File: config.mk
export PLATFORM = sky130hd
export DESIGN_NAME = mcycle_seq
export DESIGN_NICKNAME = d
export VERILOG_FILES = /design/src/rtl/mcycle_seq.sv
export SDC_FILE = /design/constraint.sdc
export NUM_CORES = 1
export LEC_CHECK = 0
export CAP_MARGIN = 15
export CORE_MARGIN = 4
export CORE_UTILIZATION = 30
export CTS_CLUSTER_SIZE = 24
export DETAILED_ROUTE_END_ITERATION = 8
export PLACE_DENSITY_LB_ADDON = 0.2
export SETUP_SLACK_MARGIN = 0.1
export SYNTH_ARGS = -nofsm -noshare
export SYNTH_HDL_FRONTEND = slang
export SYNTH_SLANG_ARGS = --single-unit
File: constraint.sdc
create_clock -name clk -period 3.2 [get_ports clk]
set_input_delay 0.48 -clock clk [delete_from_list [all_inputs] [get_ports clk]]
set_output_delay 0.48 -clock clk [all_outputs]
set_load 0.05 [all_outputs]
File: src/rtl/mcycle_seq.sv
// Machine-cycle / T-state sequencer for the 8085 core: runs the M1 fetch, then the
// extra read/write/I-O/idle cycles flagged by the decoder, and drives the bus strobes.
//
//   state   | meaning
//   --------+-----------------------------------------------
//   TS_IDLE | out of reset (mcyc=0) or halted
//   TS_T1   | address phase, ale high on bus cycles
//   TS_T2   | strobe asserted, ready sampled
//   TS_TW   | wait state, strobe held, ready sampled
//   TS_T3   | strobe asserted, data latched
//   TS_T4   | M1 decode, shadow of chk_inst valid
//   TS_T5   | M1 extension (GO6)
//   TS_T6   | M1 extension (GO6)
module mcycle_seq #(
    parameter int INSTSIZE = 13,
    parameter int INFO_CYC = 4
) (
    input  logic                clk,
    input  logic                rst,
    input  logic [INSTSIZE-1:0] chk_inst,
    input  logic                cnd_chk,
    input  logic                ready,
    output logic                enb_code,
    output logic                enb_data,
    output logic                enb_rreg,
    output logic                enb_wreg,
    output logic                ale,
    output logic                rd_n,
    output logic                wr_n,
    output logic                iom,
    output logic                s1,
    output logic                s0,
    output logic [2:0]          mcyc,
    output logic [2:0]          tstate,
    output logic                halted
);

    localparam int B_GO6   = 0;
    localparam int B_DAD   = 1;
    localparam int B_HLT   = 2;
    localparam int B_DIO   = 3;
    localparam int B_CYCGO = 4;
    localparam int B_CYCRW = 4 + INFO_CYC;
    localparam int B_CCC   = 4 + 2 * INFO_CYC;

    typedef enum logic [2:0] {
        TS_IDLE = 3'd0,
        TS_T1   = 3'd1,
        TS_T2   = 3'd2,
        TS_T3   = 3'd3,
        TS_T4   = 3'd4,
        TS_T5   = 3'd5,
        TS_T6   = 3'd6,
        TS_TW   = 3'd7
    } tstate_t;

    typedef struct packed {
        logic                go6;
        logic                dad;
        logic                hlt;
        logic                dio;
        logic                nowb;
        logic [INFO_CYC-1:0] cycgo;
        logic [INFO_CYC-1:0] cycrw;
    } shadow_t;

    tstate_t     r_ts;
    logic [2:0]  r_mcyc;
    logic        r_halt;
    logic        r_rdterm;
    shadow_t     r_sh;

    tstate_t     w_ts_n;
    logic [2:0]  w_mcyc_n;
    logic        w_halt_n;
    logic        w_rdterm_n;
    shadow_t     w_sh_n;
    shadow_t     w_sh_cap;

    logic [1:0]  w_kidx;
    logic [1:0]  w_kidx_nxt;
    logic        w_idle;
    logic        w_wr;
    logic        w_more;
    logic [2:0]  w_m1_exit;

    logic [1:0]  w_kidx_n;
    logic        w_idle_n;
    logic        w_wr_n;
    logic        w_stb_n;
    logic        w_m1_wb_n;

    logic        w_o_ale, w_o_rd_n, w_o_wr_n, w_o_iom;
    logic [1:0]  w_o_s;
    logic        w_o_code, w_o_data, w_o_rreg, w_o_wreg;

    logic        r_ale, r_rd_n, r_wr_n, r_iom;
    logic [1:0]  r_s;
    logic        r_code, r_data, r_rreg, r_wreg;

    // A not-taken conditional return behaves as a one-cycle instruction with no writeback.
    always_comb begin
        w_sh_cap.go6   = chk_inst[B_GO6];
        w_sh_cap.dad   = chk_inst[B_DAD];
        w_sh_cap.hlt   = chk_inst[B_HLT];
        w_sh_cap.dio   = chk_inst[B_DIO];
        w_sh_cap.nowb  = cnd_chk & ~chk_inst[B_CCC];
        w_sh_cap.cycgo = w_sh_cap.nowb ? '0 : chk_inst[B_CYCGO +: INFO_CYC];
        w_sh_cap.cycrw = chk_inst[B_CYCRW +: INFO_CYC];
    end

    assign w_kidx     = r_mcyc[1:0] - 2'd2;
    assign w_kidx_nxt = r_mcyc[1:0] - 2'd1;
    assign w_idle     = ((r_mcyc == 3'd2) && r_sh.hlt) ||
                        (r_sh.dad && ((r_mcyc == 3'd2) || (r_mcyc == 3'd3)));
    assign w_wr       = r_sh.cycrw[w_kidx];
    assign w_more     = (r_mcyc != 3'd5) && r_sh.cycgo[w_kidx_nxt];
    assign w_m1_exit  = (r_sh.hlt || r_sh.cycgo[0]) ? 3'd2 : 3'd1;

    always_comb begin
        w_ts_n     = r_ts;
        w_mcyc_n   = r_mcyc;
        w_halt_n   = r_halt;
        w_sh_n     = r_sh;
        w_rdterm_n = 1'b0;
        case (r_ts)
            TS_IDLE: begin
                if (!r_halt) begin
                    w_ts_n   = TS_T1;
                    w_mcyc_n = 3'd1;
                end
            end
            TS_T1: w_ts_n = TS_T2;
            TS_T2, TS_TW: begin
                if (w_idle || ready) w_ts_n = TS_T3;
                else                 w_ts_n = TS_TW;
            end
            TS_T3: begin
                if (r_mcyc == 3'd1) begin
                    w_ts_n = TS_T4;
                    w_sh_n = w_sh_cap;
                end else if ((r_mcyc == 3'd2) && r_sh.hlt) begin
                    w_ts_n   = TS_IDLE;
                    w_mcyc_n = 3'd0;
                    w_halt_n = 1'b1;
                end else begin
                    w_ts_n = TS_T1;
                    if (w_more) begin
                        w_mcyc_n = r_mcyc + 3'd1;
                    end else begin
                        w_mcyc_n   = 3'd1;
                        w_rdterm_n = !w_wr && !w_idle;
                    end
                end
            end
            TS_T4: begin
                if (r_sh.go6) begin
                    w_ts_n = TS_T5;
                end else begin
                    w_ts_n   = TS_T1;
                    w_mcyc_n = w_m1_exit;
                end
            end
            TS_T5: w_ts_n = TS_T6;
            TS_T6: begin
                w_ts_n   = TS_T1;
                w_mcyc_n = w_m1_exit;
            end
            default: w_ts_n = TS_IDLE;
        endcase
    end

    always_ff @(posedge clk) begin
        if (rst) begin
            r_ts     <= TS_IDLE;
            r_mcyc   <= 3'd0;
            r_halt   <= 1'b0;
            r_rdterm <= 1'b0;
            r_sh     <= '0;
        end else begin
            r_ts     <= w_ts_n;
            r_mcyc   <= w_mcyc_n;
            r_halt   <= w_halt_n;
            r_rdterm <= w_rdterm_n;
            r_sh     <= w_sh_n;
        end
    end

    // Bus outputs are decoded from the next state and registered alongside it.
    assign w_kidx_n  = w_mcyc_n[1:0] - 2'd2;
    assign w_idle_n  = ((w_mcyc_n == 3'd2) && w_sh_n.hlt) ||
                       (w_sh_n.dad && ((w_mcyc_n == 3'd2) || (w_mcyc_n == 3'd3)));
    assign w_wr_n    = w_sh_n.cycrw[w_kidx_n];
    assign w_stb_n   = (w_ts_n == TS_T2) || (w_ts_n == TS_T3) || (w_ts_n == TS_TW);
    assign w_m1_wb_n = !w_sh_n.cycgo[0] && !w_sh_n.nowb && !w_sh_n.hlt;

    always_comb begin
        w_o_ale  = 1'b0;
        w_o_rd_n = 1'b1;
        w_o_wr_n = 1'b1;
        w_o_iom  = 1'b0;
        w_o_s    = 2'b00;
        w_o_code = 1'b0;
        w_o_data = 1'b0;
        w_o_rreg = 1'b0;
        w_o_wreg = 1'b0;
        if (w_mcyc_n == 3'd1) begin
            w_o_s    = 2'b11;
            w_o_ale  = (w_ts_n == TS_T1);
            w_o_rd_n = !w_stb_n;
            w_o_code = (w_ts_n == TS_T3);
            w_o_rreg = (w_ts_n == TS_T4);
            w_o_wreg = ((w_ts_n == TS_T1) && w_rdterm_n) ||
                       ((w_ts_n == TS_T4) && w_m1_wb_n && !w_sh_n.go6) ||
                       ((w_ts_n == TS_T6) && w_m1_wb_n);
        end else if (w_mcyc_n >= 3'd2) begin
            w_o_s    = w_wr_n ? 2'b01 : 2'b10;
            w_o_iom  = w_sh_n.dio && (w_mcyc_n == 3'd3);
            w_o_ale  = (w_ts_n == TS_T1) && !w_idle_n;
            w_o_rd_n = !(w_stb_n && !w_idle_n && !w_wr_n);
            w_o_wr_n = !(w_stb_n && !w_idle_n && w_wr_n);
            w_o_data = (w_ts_n == TS_T3) && !w_idle_n && !w_wr_n;
            w_o_wreg = (w_ts_n == TS_T3) && w_sh_n.dad &&
                       ((w_mcyc_n == 3'd2) || (w_mcyc_n == 3'd3));
        end
    end

    always_ff @(posedge clk) begin
        if (rst) begin
            r_ale  <= 1'b0;
            r_rd_n <= 1'b1;
            r_wr_n <= 1'b1;
            r_iom  <= 1'b0;
            r_s    <= 2'b00;
            r_code <= 1'b0;
            r_data <= 1'b0;
            r_rreg <= 1'b0;
            r_wreg <= 1'b0;
        end else begin
            r_ale  <= w_o_ale;
            r_rd_n <= w_o_rd_n;
            r_wr_n <= w_o_wr_n;
            r_iom  <= w_o_iom;
            r_s    <= w_o_s;
            r_code <= w_o_code;
            r_data <= w_o_data;
            r_rreg <= w_o_rreg;
            r_wreg <= w_o_wreg;
        end
    end

    assign ale      = r_ale;
    assign rd_n     = r_rd_n;
    assign wr_n     = r_wr_n;
    assign iom      = r_iom;
    assign s1       = r_s[1];
    assign s0       = r_s[0];
    assign enb_code = r_code;
    assign enb_data = r_data;
    assign enb_rreg = r_rreg;
    assign enb_wreg = r_wreg;
    assign mcyc     = r_mcyc;
    assign tstate   = r_ts;
    assign halted   = r_halt;

endmodule

==> results.sh, run 1 <==
export IMPL_leakagePower_uw=0.000755
export IMPL_clock_power_share_pct=29.2
export IMPL_share_seq_of_total_power_pct=39.4
export IMPL_dr_pass1_iters=4
export IMPL_regArea_sq_um=601
export IMPL_num_nets_final=237
export IMPL_nFillCells=509
export IMPL_setup_viol=0
export IMPL_max_freq_mhz=372
export IMPL_drive_above_1_share_pct=12.4
export IMPL_post_route_period_util_pct=83.9
export IMPL_hold_path_class="flop to flop"
export IMPL_cellInternalPower_uw=712
export IMPL_syn_to_final_growth_pct=32.2
export IMPL_cap_viol_max_count=0
export IMPL_postSynth_asyncResetShare_pct=0
export IMPL_skew_ns=0.00461
export IMPL_final_cell_mix="33 x clkdlybuf4s50_1, 30 x dfxtp_1, 24 x nor2_1"
export IMPL_critPathKind="flop to flop"
export IMPL_grt_pass1_vias=1401
export IMPL_pin_count=34
export IMPL_ir_drop_mv=0.218
export IMPL_p_switching_uw=391
export IMPL_antenna_cells=0
export IMPL_clock_path_buffers=2
export IMPL_wirelength_microns=3970
export IMPL_grt_overflow_total=0
export IMPL_drc_errors=0
export IMPL_die_area_sq_um=6400
export IMPL_multiInputGateArea_sq_um=888
export IMPL_yosysSeqAreaShare_pct=38.6
export IMPL_grt_setup_unrepaired="false"
export IMPL_io_buffers=33
export IMPL_crit_required_ns=3.37
export IMPL_cp_max_fo=6
export IMPL_synth_cell_types=51
export IMPL_place_hpwl_microns=3040
export IMPL_clkTransAtPathRegs_ns=0.06
export IMPL_power_density_nw_per_um2=537
export IMPL_layout_commonest_cell="clkdlybuf4s50_1"
export IMPL_final_setup_tns_ns=0
export IMPL_cts_root_buf="clkbuf_8"
export IMPL_syn_inst=179
export IMPL_clock_sinks=30
export IMPL_synth_warning_count=0
export IMPL_vias_per_cell=5.01
export IMPL_yosysTopAreaCell="dfxtp_1"
export IMPL_max_slew_margin_rel_pct=65.7
export IMPL_cts_setup_buffers=0
export IMPL_drt_iter0_drc=116
export IMPL_pwr_share_comb_pct=31.4
export IMPL_final_max_slew_viol_count=0
export IMPL_grt_pass1_wl_microns=6650
export IMPL_min_period_ns=2.69
export IMPL_initial_utilization_pct=31.8
export IMPL_netlist_area_sq_um=1550
export IMPL_chipHeight_microns=80.0
export IMPL_core_area_sq_um=4880
export IMPL_num_rows=25
export IMPL_worstSetupEndpointType="flop"
export IMPL_worstPathArrival_ns=2.85
export IMPL_gp_congestion=0.848
export IMPL_synth_top_area_share_pct=38.6
export IMPL_ant_nets=0
export IMPL_vias=1424
export IMPL_synth_edf_count=0
export IMPL_p_sw_share_pct=35.5
export IMPL_yosys_register_bits=30
export IMPL_grt_max_degree=16
export IMPL_wire_per_inst_microns=14.0
export IMPL_tightest_slew_ns=0.513
export IMPL_hold_viol=0
export IMPL_cts_buffers=5
export IMPL_critPathLaunchType="flop"
export IMPL_grt_use_total_pct=13.2
export IMPL_clock_latency_ns=0.28
export IMPL_die_width_microns=80.0
export IMPL_cts_tree="yes"
export IMPL_synthTopCellsByArea="dfxtp_1 39%, nor2_1 5.8%, a21oi_1 5.2%"
export IMPL_power_uw=1100
export IMPL_status="complete, no violations"
export IMPL_ctsHoldBuffers=0
export IMPL_ys_flop_type="dfxtp_1"
export IMPL_cts_resized=0
export IMPL_syn_num_nets=200
export IMPL_cts_max_level=2
export IMPL_antenna_found_initial=0
export IMPL_synth_avg_cell_area_sq_um=8.68
-- registers in the layout, summed over array words and instances, names as in the netlist --
| name | count |
|---|---|
| iom | 1 |
| ale | 1 |
| enb_rreg | 1 |
| enb_code | 1 |
| enb_wreg | 1 |
| r_sh | 13 |
| halted | 1 |
| r_s | 2 |
| rd_n | 1 |
| enb_data | 1 |
| tstate | 3 |
| mcyc | 3 |
| wr_n | 1 |
-- layer usage --
metal	global-route usage [%]	share of wire, %	vias to the layer above
met3	4.51	6.4	13
met1	16.3	46	654
met4	4.56	2.3	0
met5	0	0	-
li1	-	-	714
met2	21.2	45	43
-- cell families (layout without fill, tap and decap cells) --
| logic type | Yosys count | in the layout | share of synthesized area [%] |
|---|---|---|---|
| AND/OR/NAND/NOR | 75 | 75 | 24.6 |
| AO/OA/AOI/OAI | 43 | 43 | 18.3 |
| flip-flops | 30 | 30 | 38.6 |
| buffers and inverters | 15 | 53 | 4.19 |
| multiplexers | 11 | 11 | 10.5 |
| adder cells (fa/ha/maj) | 4 | 4 | 3.22 |
| XOR/XNOR | 1 | 1 | 0.564 |
-- critical path: stages (launching register included) --
cell and delay (ns):
dfxtp_1 0.45, inv_1 0.15, ha_1 0.38, mux2i_1 0.25, mux2i_1 0.15, a32oi_1 0.39, inv_2 0.09, or4_4 0.57
nor2_1 0.11, a21oi_1 0.04
-- power by group through the flow --
stage | combinational, uW | clock, uW | sequential [uW]
3_3_place_gp | 347 | 0 | 445
3_5_place_dp | 345 | 0 | 444
5_1_grt | 374 | 344 | 440
2_1_floorplan | 174 | 0 | 514
4_1_cts | 347 | 331 | 435
6_report | 346 | 322 | 435
-- cell usage after synthesis, drive strengths merged (2+ instances only) --
cell / count
o21ai: 9
a41oi: 2
and3: 2
buf: 2
mux4: 3
dfxtp: 30
nand2b: 4
or2: 3
nand3: 6
o22ai: 2
clkbuf: 4
nor2: 24
and2: 2
a21oi: 16
nand2: 21
nand3b: 2
inv: 9
ha: 4
a2bb2oi: 2
a2111oi: 2
mux2i: 5
nor3: 5
mux2: 3
-- per-stage QoR --
stage	cell area [sq um]	util, %	instances	hold WS (ns)	worst slack, ns
floorplan	1550	-	179	0.431	0.369
global route	2050	42.1	284	0.492	0.272
CTS	2050	42.1	284	0.458	0.511
finish	2050	42.1	284	0.455	0.515
global placement	1960	40.2	276	0.451	0.641
detailed placement	1960	40.2	276	0.451	0.529
-- final timing paths --
| check | start | to | slack (ns) | cells past startpoint |
|---|---|---|---|---|
| setup / recovery | mcyc[0]$_SDFF_PP0_ | rd_n$_SDFF_PP1_ | 0.51 | 9 |
| hold / removal | r_sh[7]$_SDFFE_PP0P_ | r_sh[7]$_SDFFE_PP0P_ | 0.46 | 2 |
| setup reg to reg | mcyc[0]$_SDFF_PP0_ | rd_n$_SDFF_PP1_ | 0.51 | 9 |
| hold reg to reg | r_sh[7]$_SDFFE_PP0P_ | r_sh[7]$_SDFFE_PP0P_ | 0.46 | 2 |
-- layout make-up --
| class | instances | share of cell area, % |
|---|---|---|
| timing repair buffer | 36 | 17.2 |
| clock buffer | 6 | 4.02 |
| multi-input combinational | 134 | 43.2 |
| inverter | 9 | 1.64 |
| clock inverter | 2 | 0.609 |
| sequential | 30 | 29.2 |
| tap | 67 | 4.08 |
(Power assumes the default switching activity.)
==> inputs of run 2 (changes only) <==
==> constraint.sdc (replaced) <==
create_clock -name clk -period 2.75 [get_ports clk]
set_input_delay 0.4125 -clock clk [delete_from_list [all_inputs] [get_ports clk]]
set_output_delay 0.4125 -clock clk [all_outputs]
set_load 0.05 [all_outputs]
==> run 2 against run 1 <==
  * Sequential power up 13%
  * Power increased by 18%
  * Final cell count up 0.70%
  * Global-route usage is 0.52 points higher
  * Highest routed layer unchanged
==> results.sh, run 2 (synthesis results as in run 1) <==
export IMPL_wirelength_microns=4010
export IMPL_grt_pass1_vias=1393
export IMPL_antenna_cells=0
export IMPL_critPathKind="flop to flop"
export IMPL_grt_pass1_wl_microns=6750
export IMPL_final_cell_mix="33 x clkdlybuf4s50_1, 29 x dfxtp_1, 24 x nor2_1"
export IMPL_num_rows=25
export IMPL_pin_count=34
export IMPL_vias_per_cell=4.97
export IMPL_die_area_sq_um=6400
export IMPL_ir_drop_mv=0.239
export IMPL_post_route_period_util_pct=93.5
export IMPL_dp_slack_ns=0.221
export IMPL_num_nets_final=239
export IMPL_tightest_slew_ns=0.531
export IMPL_crit_path_frequent_cell="mux2i_1"
export IMPL_worstSetupEndpointType="flop"
export IMPL_dr_pass1_iters=4
export IMPL_clock_sinks=30
export IMPL_wl_met2_microns=1880
export IMPL_grt_overflow_total=0
export IMPL_power_density_nw_per_um2=626
export IMPL_hold_path_class="flop to flop"
export IMPL_fin_ws_ns=0.179
export IMPL_gp_congestion=0.874
export IMPL_cts_setup_buffers=0
export IMPL_grt_setup_unrepaired="true"
export IMPL_whs_ns=0.455
export IMPL_initial_utilization_pct=31.8
export IMPL_final_util_pct=42.5
export IMPL_max_freq_mhz=389
export IMPL_min_path_cells=2
export IMPL_slowest_delay_ns=0.57
export IMPL_drc_errors=0
export IMPL_grt_max_degree=14
export IMPL_hold_viol=0
export IMPL_drt_iter0_drc=144
export IMPL_setup_viol=0
export IMPL_cts_max_level=2
export IMPL_wire_per_inst_microns=14.0
export IMPL_clkTransAtPathRegs_ns=0.07
export IMPL_antenna_found_initial=0
export IMPL_drive_above_1_share_pct=14.2
export IMPL_chipHeight_microns=80.0
export IMPL_critPathLaunchType="flop"
export IMPL_status="complete, no violations"
export IMPL_crit_slowest_cell="or4_4"
export IMPL_place_hpwl_microns=3140
export IMPL_wl_met1_microns=1810
export IMPL_cap_viol_max_count=0
export IMPL_reg2reg_depth=9
export IMPL_path_cells="inv_1 > ha_1 > mux2i_1 > mux2i_1 > a32oi_1 > inv_2 > or4_4 > nor2_1 > a21oi_1"
export IMPL_cts_root_buf="clkbuf_8"
export IMPL_ant_nets=0
export IMPL_worstPathArrival_ns=2.74
export IMPL_cp_max_fo=6
export IMPL_largest_reg_flops=13
export IMPL_reg2reg_slack_ns=0.18
export IMPL_final_setup_tns_ns=0
export IMPL_layout_commonest_cell="clkdlybuf4s50_1"
export IMPL_clock_path_buffers=2
export IMPL_die_width_microns=80.0
export IMPL_crit_required_ns=2.92
export IMPL_clock_latency_ns=0.29
export IMPL_leakagePower_uw=0.000766
export IMPL_grt_use_total_pct=13.7
export IMPL_syn_to_final_growth_pct=33.4
export IMPL_max_slew_margin_rel_pct=64.5
export IMPL_routed_top_layer="met4"
export IMPL_final_max_slew_viol_count=0
export IMPL_power_uw=1300
export IMPL_min_period_ns=2.57
export IMPL_cts_buffers=5
export IMPL_skew_ns=0.0112
export IMPL_core_area_sq_um=4880
export IMPL_wl_met3_microns=280
export IMPL_io_buffers=33
export IMPL_vias=1421
export IMPL_top_register="r_sh"
export IMPL_cts_tree="yes"
[run 2: cell count changes in the layout (fill, tap and decap cells not counted)]
cell,change
buf_4,+2
dfxtp_1,-1
dfxtp_2,+1
or2_1,-1
or2_4,+1
[run 2: worst paths after layout]
| kind | from | endpoint |
|---|---|---|
| setup / recovery | mcyc[0]$_SDFF_PP0_ | rd_n$_SDFF_PP1_ |
| hold / removal | r_sh[5]$_SDFFE_PP0P_ | r_sh[5]$_SDFFE_PP0P_ |
| setup reg to reg | mcyc[0]$_SDFF_PP0_ | rd_n$_SDFF_PP1_ |
| hold reg to reg | r_sh[5]$_SDFFE_PP0P_ | r_sh[5]$_SDFFE_PP0P_ |
[run 2: what timing repair did]
item | 4_1_cts | 5_1_grt
endpoints found under the setup margin | 0 | 5
gates resized for setup | 0 | 1
hold buffers | 0 | 0
[run 2: worst max-delay path: cells and delay by family (launching register included)]
kind                       cells  cell delay [ns]
muxes                          2             0.39
and+or+nand+nor                2             0.68
buffers and inverters          2             0.19
adders and majority gates      1             0.36
AOI/OAI and AO/OA              2             0.44
DFF                            1             0.39
[run 2: cell type report]
type / instances / area [sq um]
Clock buffer: 6 / 82.6
Clock inverter: 2 / 12.5
Fill cell: 506 / 2810
Inverter: 9 / 33.8
Multi-Input combinational cell: 134 / 891
Sequential cell: 30 / 602
Tap cell: 67 / 83.8
Timing Repair Buffer: 38 / 368
[run 2: layer usage]
layer,up-vias,GRT usage (%)
li1,715,-
met1,655,18.3
met2,46,20.9
met3,5,4.06
met4,0,4.56
met5,-,0
[run 2: where the power goes]
part | leakage [uW] | total [uW] | internal (uW) | switching, uW
Sequential | 0.000244 | 493 | 468 | 24.7
Combinational | 0.000475 | 431 | 173 | 258
Clock | 0.0000472 | 374 | 201 | 173
[run 2: metrics by stage]
stage | std cells | area (sq um)
6_report | 286 | 2070
3_5_place_dp | 278 | 1980
2_1_floorplan | 179 | 1560
3_3_place_gp | 278 | 1980
4_1_cts | 286 | 2070
5_1_grt | 286 | 2070
==> inputs of run 3 (changes only) <==
--- a/config.mk
+++ b/config.mk
@@ -10,7 +10,7 @@
 export CORE_UTILIZATION = 30
 export CTS_CLUSTER_SIZE = 24
 export DETAILED_ROUTE_END_ITERATION = 8
-export PLACE_DENSITY_LB_ADDON = 0.2
+export PLACE_DENSITY_LB_ADDON = 0.25
 export SETUP_SLACK_MARGIN = 0.1
 export SYNTH_ARGS = -nofsm -noshare
 export SYNTH_HDL_FRONTEND = slang
==> run 3 against run 2 <==
  * Worst hold slack got worse by 0.0016 ns
  * Routed wire length increased by 4.6%
  * Count of clock-buffer cells in the layout unchanged
  * Critical path depth unchanged
  * Worst setup slack improved by 0.055 ns
  * Die area unchanged
  * Combinational power about the same
  * Final area increased by 0.36%
  * First-iteration DRC count decreased by 39%
  * Clock power increased by 1%
  * Non-clock buffer count increased by 1
  * Sequential cell count unchanged
  * Largest power group unchanged
  * Highest routed layer unchanged
==> results.sh, run 3 (synthesis results as in run 1) <==
export IMPL_status="complete, no violations"
export IMPL_wire_per_inst_microns=14.6
export IMPL_r2r_end="rd_n$_SDFF_PP1_"
export IMPL_ctsHoldBuffers=0
export IMPL_min_period_ns=2.52
export IMPL_drc_errors=0
export IMPL_final_max_slew_viol_count=0
export IMPL_tightest_slew_ns=0.489
export IMPL_largest_reg_flops=13
export IMPL_wirelength_microns=4190
export IMPL_cts_tree="yes"
export IMPL_top_register="r_sh"
export IMPL_grt_max_degree=14
export IMPL_cp_max_fo=6
export IMPL_clock_latency_ns=0.29
export IMPL_core_area_sq_um=4880
export IMPL_max_slew_margin_rel_pct=66.5
export IMPL_critPathKind="flop to flop"
export IMPL_place_hpwl_microns=3160
export IMPL_reg2reg_slack_ns=0.23
export IMPL_instances_no_fill=287
export IMPL_worstPathArrival_ns=2.68
export IMPL_fin_ws_ns=0.234
export IMPL_dr_pass1_iters=4
export IMPL_vias_per_cell=5.09
export IMPL_setup_viol=0
export IMPL_hold_path_class="flop to flop"
export IMPL_chipHeight_microns=80.0
export IMPL_fin_area_sq_um=2080
export IMPL_cap_viol_max_count=0
export IMPL_r2r_start="mcyc[0]$_SDFF_PP0_"
export IMPL_syn_to_final_growth_pct=33.9
export IMPL_die_area_sq_um=6400
export IMPL_min_path_cells=2
export IMPL_io_buffers=33
export IMPL_grt_use_total_pct=13.9
export IMPL_grt_pass1_wl_microns=6920
export IMPL_hold_viol=0
export IMPL_layout_commonest_cell="clkdlybuf4s50_1"
export IMPL_drt_iter0_drc=88
export IMPL_die_width_microns=80.0
export IMPL_antenna_cells=0
export IMPL_reg2reg_depth=9
export IMPL_dp_cells=279
export IMPL_clkTransAtPathRegs_ns=0.07
export IMPL_ant_nets=0
export IMPL_vias=1460
export IMPL_power_density_nw_per_um2=628
export IMPL_initial_utilization_pct=31.8
export IMPL_num_nets_final=240
export IMPL_nFillCells=519
export IMPL_placed_cell_area_sq_um=1980
export IMPL_hold_end="r_sh[5]$_SDFFE_PP0P_"
export IMPL_cts_buffers=5
export IMPL_final_cell_mix="33 x clkdlybuf4s50_1, 29 x dfxtp_1, 24 x nor2_1"
export IMPL_cts_root_buf="clkbuf_8"
export IMPL_pin_count=34
export IMPL_antenna_found_initial=0
export IMPL_ir_drop_mv=0.232
export IMPL_worstSetupEndpointType="flop"
export IMPL_skew_ns=0.00709
export IMPL_leakagePower_uw=0.000770
export IMPL_num_rows=25
export IMPL_max_freq_mhz=397
export IMPL_post_route_period_util_pct=91.5
export IMPL_gp_congestion=0.948
export IMPL_grt_pass1_vias=1367
export IMPL_clock_path_buffers=2
export IMPL_crit_required_ns=2.92
export IMPL_final_setup_tns_ns=0
export IMPL_cts_max_level=2
export IMPL_grt_overflow_total=0
export IMPL_clock_sinks=30
export IMPL_dp_slack_ns=0.252
export IMPL_critPathLaunchType="flop"
export IMPL_grt_setup_unrepaired="false"
export IMPL_worstHoldStart="r_sh[5]$_SDFFE_PP0P_"
export IMPL_power_uw=1310
export IMPL_drive_above_1_share_pct=14.1
==> run 3: layer usage <==
| layer | share of wire, % | vias to the layer above | GRT usage [%] | wire length (microns) |
|---|---|---|---|---|
| met1 | 46 | 666 | 18.9 | 1930 |
| met4 | 3.2 | 0 | 5.74 | 136 |
| met5 | 0 | - | 0 | 0 |
| met2 | 43 | 64 | 20.2 | 1780 |
| met3 | 8.1 | 12 | 4.29 | 340 |
| li1 | - | 718 | - | - |
==> run 3: area by class of cell <==
cell class | instances | area (sq um) | share of cell area, %
tap | 67 | 83.8 | 4.03
clock inverter | 2 | 12.5 | 0.601
inverter | 9 | 33.8 | 1.62
multi-input combinational | 134 | 888 | 42.7
clock buffer | 6 | 82.6 | 3.97
timing repair buffer | 39 | 375 | 18.0
sequential | 30 | 604 | 29.0
==> run 3: worst max path at each step <==
| stage | endpoint | cells after the start | start |
|---|---|---|---|
| after floorplan | rd_n$_SDFF_PP1_ | 9 | mcyc[1]$_SDFF_PP0_ |
| after global placement | rd_n$_SDFF_PP1_ | 9 | mcyc[0]$_SDFF_PP0_ |
| after detailed placement | rd_n$_SDFF_PP1_ | 9 | mcyc[0]$_SDFF_PP0_ |
| after CTS | rd_n$_SDFF_PP1_ | 9 | mcyc[0]$_SDFF_PP0_ |
| after global routing | enb_data$_SDFF_PP0_ | 9 | mcyc[0]$_SDFF_PP0_ |
| final | rd_n$_SDFF_PP1_ | 9 | mcyc[0]$_SDFF_PP0_ |
==> run 3: power breakdown <==
part	total, uW	switching, uW	internal, uW
Clock	379	178	201
Sequential	497	28.7	469
Combinational	431	262	169
==> run 3: what timing repair did <==
| action | in CTS | in global routing |
|---|---|---|
| buffers inserted | 0 | 0 |
| resized for setup | 0 | 1 |
| endpoints found under the hold margin | 0 | 0 |
| endpoints found under the setup margin | 0 | 1 |
==> run 3: through the flow <==
step | hold slack, ns | utilization, %
after floorplan | 0.431 | -
after global placement | 0.445 | 40.6
after detailed placement | 0.446 | 40.6
after CTS | 0.456 | 42.6
after global routing | 0.497 | 42.6
final | 0.453 | 42.6
==> run 3: worst max-delay path: stages, from the launching register on <==
cell	delay [ns]
dfxtp_4	0.39
inv_1	0.09
ha_1	0.36
mux2i_1	0.24
mux2i_1	0.14
a32oi_1	0.38
inv_2	0.08
or4_4	0.57
nor2_1	0.11
a21oi_1	0.05
